## src/rtl/mips_step_ctrl_if.sv

```systemverilog
// Button inputs and control outputs between the step controller and its user.
// The debug state fields expose both debounce FSMs for external checkers.
interface mips_step_ctrl_if;
    logic        btn_step;
    logic        btn_mode;
    logic        change;
    logic        step;
    logic        cpu_en;
    logic [15:0] step_count;
    logic [1:0]  step_state;
    logic [1:0]  mode_state;

    modport slave (
        input  btn_step, btn_mode,
        output change, step, cpu_en, step_count, step_state, mode_state
    );

    modport master (
        output btn_step, btn_mode,
        input  change, step, cpu_en, step_count, step_state, mode_state
    );
endinterface

```

## src/rtl/mips_step_ctrl.sv

```systemverilog
// Run/single-step controller for a MIPS core: synchronized, debounced mode and step buttons.
// Optional STEP_CTRL_AUTOREPEAT_EN adds auto-repeat of step pulses while the step button is held.
module mips_step_ctrl #(
    parameter int DEBOUNCE_CYCLES = 4,
    parameter int REPEAT_CYCLES   = 16
) (
    input  logic            clock,
    input  logic            reset,
    mips_step_ctrl_if.slave bus
);
    typedef enum logic [1:0] {IDLE = 2'd0, ARM = 2'd1, HELD = 2'd2, DISARM = 2'd3} db_state_t;

    localparam logic [7:0] DB_LAST = 8'(DEBOUNCE_CYCLES - 1);

    if (DEBOUNCE_CYCLES < 1 || DEBOUNCE_CYCLES > 255 || REPEAT_CYCLES < 2 || REPEAT_CYCLES > 65535) begin : g_param_check
        $error("mips_step_ctrl: parameter out of range");
    end

    // Index 0 is the step button, index 1 the mode button.
    logic [1:0] raw;
    logic [1:0] sync1_q;
    logic [1:0] sync2_q;
    db_state_t  state_q [2];
    db_state_t  state_d [2];
    logic [7:0] cnt_q   [2];
    logic [7:0] cnt_d   [2];
    logic [1:0] press;

    logic        change_q;
    logic        step_q;
    logic [15:0] count_q;
    logic        rep_fire;
    logic        pulse_req;

    assign raw = {bus.btn_mode, bus.btn_step};

    always_ff @(posedge clock or negedge reset) begin
        if (!reset) begin
            sync1_q <= 2'b00;
            sync2_q <= 2'b00;
        end else begin
            sync1_q <= raw;
            sync2_q <= sync1_q;
        end
    end

    always_ff @(posedge clock or negedge reset) begin
        if (!reset) begin
            for (int i = 0; i < 2; i++) begin
                state_q[i] <= IDLE;
                cnt_q[i]   <= 8'd0;
            end
        end else begin
            for (int i = 0; i < 2; i++) begin
                state_q[i] <= state_d[i];
                cnt_q[i]   <= cnt_d[i];
            end
        end
    end

    // The press event is raised in the last ARM cycle, so outputs move on the following edge.
    always_comb begin
        for (int i = 0; i < 2; i++) begin
            state_d[i] = state_q[i];
            cnt_d[i]   = cnt_q[i];
            press[i]   = 1'b0;
            case (state_q[i])
                IDLE: begin
                    if (sync2_q[i]) begin
                        state_d[i] = ARM;
                        cnt_d[i]   = 8'd0;
                    end
                end
                ARM: begin
                    if (!sync2_q[i]) begin
                        state_d[i] = IDLE;
                    end else if (cnt_q[i] == DB_LAST) begin
                        state_d[i] = HELD;
                        press[i]   = 1'b1;
                    end else begin
                        cnt_d[i] = cnt_q[i] + 8'd1;
                    end
                end
                HELD: begin
                    if (!sync2_q[i]) begin
                        state_d[i] = DISARM;
                        cnt_d[i]   = 8'd0;
                    end
                end
                DISARM: begin
                    if (sync2_q[i]) begin
                        state_d[i] = HELD;
                    end else if (cnt_q[i] == DB_LAST) begin
                        state_d[i] = IDLE;
                    end else begin
                        cnt_d[i] = cnt_q[i] + 8'd1;
                    end
                end
                default: begin
                    state_d[i] = IDLE;
                    cnt_d[i]   = 8'd0;
                end
            endcase
        end
    end

`ifdef STEP_CTRL_AUTOREPEAT_EN
    localparam logic [15:0] RP_LAST = 16'(REPEAT_CYCLES - 1);
    logic [15:0] rep_q;

    // Fires only while the button is still seen pressed, so a release never adds a pulse.
    assign rep_fire = (state_q[0] == HELD) && sync2_q[0] && change_q && (rep_q == RP_LAST);

    always_ff @(posedge clock or negedge reset) begin
        if (!reset) begin
            rep_q <= 16'd0;
        end else if (state_q[0] == HELD && change_q) begin
            rep_q <= rep_fire ? 16'd0 : rep_q + 16'd1;
        end else begin
            rep_q <= 16'd0;
        end
    end
`else
    assign rep_fire = 1'b0;
`endif

    // Both events test the pre-toggle change value.
    assign pulse_req = (press[0] | rep_fire) & change_q;

    always_ff @(posedge clock or negedge reset) begin
        if (!reset) begin
            change_q <= 1'b0;
            step_q   <= 1'b0;
            count_q  <= 16'd0;
        end else begin
            step_q <= pulse_req;
            if (pulse_req) begin
                count_q <= count_q + 16'd1;
            end
            if (press[1]) begin
                change_q <= ~change_q;
            end
        end
    end

    assign bus.change     = change_q;
    assign bus.step       = step_q;
    assign bus.cpu_en     = change_q ? step_q : 1'b1;
    assign bus.step_count = count_q;
    assign bus.step_state = state_q[0];
    assign bus.mode_state = state_q[1];
endmodule

```

## src/flat_wrapper.sv

```systemverilog
// flat-port wrapper written by rule: the top's interface ports become plain ports
module mips_step_ctrl_flat 
#(
    parameter int DEBOUNCE_CYCLES = 4,
    parameter int REPEAT_CYCLES   = 16
)
  (clock, reset, bus_btn_step, bus_btn_mode, bus_change, bus_step, bus_cpu_en, bus_step_count, bus_step_state, bus_mode_state);
  mips_step_ctrl_if bus_i ();
  input  logic clock;
  input  logic reset;
  input wire logic [$bits(bus_i.btn_step)-1:0] bus_btn_step;
  input wire logic [$bits(bus_i.btn_mode)-1:0] bus_btn_mode;
  output wire logic [$bits(bus_i.change)-1:0] bus_change;
  output wire logic [$bits(bus_i.step)-1:0] bus_step;
  output wire logic [$bits(bus_i.cpu_en)-1:0] bus_cpu_en;
  output wire logic [$bits(bus_i.step_count)-1:0] bus_step_count;
  output wire logic [$bits(bus_i.step_state)-1:0] bus_step_state;
  output wire logic [$bits(bus_i.mode_state)-1:0] bus_mode_state;
  assign bus_i.btn_step = bus_btn_step;
  assign bus_i.btn_mode = bus_btn_mode;
  assign bus_change = bus_i.change;
  assign bus_step = bus_i.step;
  assign bus_cpu_en = bus_i.cpu_en;
  assign bus_step_count = bus_i.step_count;
  assign bus_step_state = bus_i.step_state;
  assign bus_mode_state = bus_i.mode_state;
  mips_step_ctrl #(.DEBOUNCE_CYCLES(DEBOUNCE_CYCLES), .REPEAT_CYCLES(REPEAT_CYCLES)) u_core (.clock(clock), .reset(reset), .bus(bus_i));
endmodule
```

## config.mk

```make
export PLATFORM = sky130hd
export DESIGN_NAME = mips_step_ctrl_flat
export DESIGN_NICKNAME = d
export VERILOG_FILES = /design/src/rtl/mips_step_ctrl_if.sv /design/src/rtl/mips_step_ctrl.sv /design/src/flat_wrapper.sv
export SDC_FILE = /design/constraint.sdc
export NUM_CORES = 1
export LEC_CHECK = 0
export ABC_AREA = 1
export CAP_MARGIN = 10
export CORE_MARGIN = 2
export CORE_UTILIZATION = 41
export CTS_CLUSTER_SIZE = 10
export DETAILED_ROUTE_END_ITERATION = 16
export SLEW_MARGIN = 40
export SYNTH_ARGS = -nofsm -noshare
export SYNTH_HDL_FRONTEND = slang
export SYNTH_SLANG_ARGS = --single-unit
```

## constraint.sdc

```tcl
create_clock -name clock -period 1.8 [get_ports clock]
set_input_delay 0.36 -clock clock [delete_from_list [all_inputs] [get_ports clock]]
set_output_delay 0.36 -clock clock [all_outputs]
set_load 0.01 [all_outputs]
```

==> flow_summary.toml <==
[sta]
setup_violations = 0
max_freq_ghz = 0.579
rsz0062_at_grt = "false"
finalCritPeriodShare_pct = 95.9
worst_pin_slew_ns = 0.540
fin_crit_ns = 1.73
timing.hold.ws_ns = 0.125
hold_viol = 0
slew_headroom_pct = 64.0
skew_ns = 0.00645
maxSlewViolCount = 0
fin_tns_setup_ns = 0

[drt]
route.detailed.drc = 0
vias = 2083
dr.max_layer_used = "met4"
drt-met1-wl_microns = 2680
drt-initial-drc-count = 105
routed_via_density = 4.84
met3WireLength_microns = 146
drt-pass1-iter-count = 4
detail-route-antenna-nets = 0
route.met2.wl_microns = 2170
avgRoutedWirePerCell_microns = 11.7
routed_wl_microns = 5020

[flow_run]
cap_violations = 0

[grt]
antenna_found_initial = 0
grt_usage_pct = 17.3
overflow = 0
grt_max_degree = 43
grt_pass1_wl_microns = 8740
grt_pass1_vias = 1895

[floorplan]
core_area_sq_mm = 0.00557
ios = 27
initial_utilization_pct = 42.9
rows = 27
dieArea_sq_mm = 0.00646
die_w_microns = 80.4
die_h_microns = 80.4

[critical_path]
worstPathArrival_ns = 1.37
critPathLaunchType = "flip-flop"
endpoint_kind = "output pin"
critPathMaxStageDelay_ns = 0.59
cp_top_family = "buffers and inverters"
crit_required_ns = 1.44
rr_worst_depth = 8
r2r_start = "u_core.bus.step_count[0]"
regToRegSetupSlack_ns = 0.21
reg2reg_to = "u_core.bus.step_count[10]"
crit_path_top_delay_cell = "clkdlybuf4s50_1"
crit_path_end = "bus_step_state[0]"
crit_chain = "clkdlybuf4s50_1"
cp-startpoint = "u_core.bus.step_state[0]"
critPathKind = "flip-flop to output pin"
path_buf_inv = 1
cp_max_fo = 8
path_depth = 1

[synthesis]
synthAdderAreaFrac_pct = 1.57
synth_xor_area_share_pct = 2.93
synth_compound_area_share_pct = 5.85
synth.net_count = 330
syn_inst = 323
syn-mean-instance-area_sq_um = 7.41
ys.flop_type = "dfrtp_1"
synth_most_common_cell = "nand2_1"
synth_seq_area_share_pct = 43.9
yosysTopAreaCell = "dfrtp_1"
muxShareOfSynthArea_pct = 0
yosys_warnings = 0
netlist_area_sq_mm = 0.00239
synth_top_family_by_area = "simple AND/OR/NAND/NOR gates"
synth_edf_count = 0
ys_seq_elements = 42
ys_top_cells_by_area = "dfrtp_1 (44%), nand2_1 (18%), nand3_1 (6.3%)"
synth_common_cells = "nand2_1 (113), dfrtp_1 (42), inv_1 (38), nor2_1 (31), nand3_1 (30)"
async_flop_share_pct = 100
yosys.cell_types.count = 27
yosys.area_share.simple_pct = 38.3
synth_top_area_share_pct = 43.9

[clocking]
h-tree-depth = 2
insertion_delay_ns = 0.29
clkSinkCount = 42
hold_buffers = 0
post_cts_buffers = 0
cts_made_buffers = 5
cts_root_buf = "clkbuf_8"
cts_buffer_depth = 2
cts_tree = "done"
clk_pin_slew_worst_paths_ns = 0.08

[power]
vdd_drop_max_uv = 554
cellLeakagePower_uw = 0.00134
power.total_uw = 2610
powerDensity_mw_per_mm2 = 921

[final_layout]
antennaDiodeCount = 0
final_area_sq_mm = 0.00283
layout.nets = 365
drive_gt1_share_pct = 8.38
syn_to_final_growth_pct = 18.2

[hold_path]
hold_path.class = "primary input to asynchronous set/reset pin"

[place]
placed_cell_area_sq_mm = 0.00276
port_buffers = 26
gp_congestion = 0.783
hpwl_microns = 3740

[outcome]
status = "finished clean"
## flip-flops by register name, indices dropped and copies added, names as in the netlist, named ones only
register,count
u_core.bus.mode_state,1
u_core.sync2_q,2
u_core.bus.step,1
u_core.bus.change,1
u_core.cnt_q,16
u_core.bus.step_count,16
u_core.sync1_q,2
u_core.bus.step_state,1
## what timing repair did
item	4_1_cts	5_1_grt
setup endpoints to repair	1	0
gates resized for setup	1	0
hold endpoints to repair	0	0
## cell families after synthesis
family	count (synthesis)
DFF	42
AOI/OAI and AO/OA	24
and+or+nand+nor	202
xor gates and xnor gates	8
adders and majority gates	3
buffers and inverters	44
## through the flow
step	cells	setup WS (ns)	utilization [%]
finish	430	0.0743	50.8
floorplan	323	0.363	-
CTS	430	0.0466	50.8
detailed placement	423	0.221	49.4
global placement	423	0.232	49.4
global route	430	0.0218	50.8
## layout by cell type (no fill, tap or decap), drive strengths merged, types with 4 or more instances in the layout
| master | count |
|---|---|
| xor2 | 4 |
| clkdlybuf4s50 | 24 |
| nor2 | 36 |
| clkbuf | 7 |
| nand3 | 31 |
| nand4 | 14 |
| dfrtp | 42 |
| nand2 | 115 |
| buf | 7 |
| o21ai | 22 |
| inv | 40 |
| xnor2 | 4 |
## metal layers
metal,vias up,track usage (%)
met5,-,0
met4,0,4.07
met3,4,2.70
met2,34,27.2
met1,951,24.9
li1,1094,-
## power by group
part           switching (uW)  internal [uW]  total, uW
clock                     309            268        577
sequential                141           1060       1200
combinational             477            352        828
total                     926           1680       2610
## final cells by class
cell class	instances	area [sq um]
Tap cell	72	90.1
Clock buffer	7	76.3
Sequential cell	42	1050
Inverter	40	150
Timing Repair Buffer	32	299
Multi-Input combinational cell	237	1160
Fill cell	573	2740
## how the worst min path moves through the flow
stage | start | to | slack, ns | cells after the start
after floorplan | reset | asynchronous set/reset pin | 0.06 | 0
after global placement | u_core.sync1_q[1] | u_core.sync2_q[1] | 0.33 | 0
after detailed placement | u_core.sync1_q[1] | u_core.sync2_q[1] | 0.34 | 0
after CTS | reset | u_core.cnt_q[13] | 0.15 | 2
after global routing | reset | u_core.cnt_q[13] | 0.20 | 2
final | reset | u_core.cnt_q[13] | 0.13 | 2
Note: power is estimated with default switching activity, not from simulation.
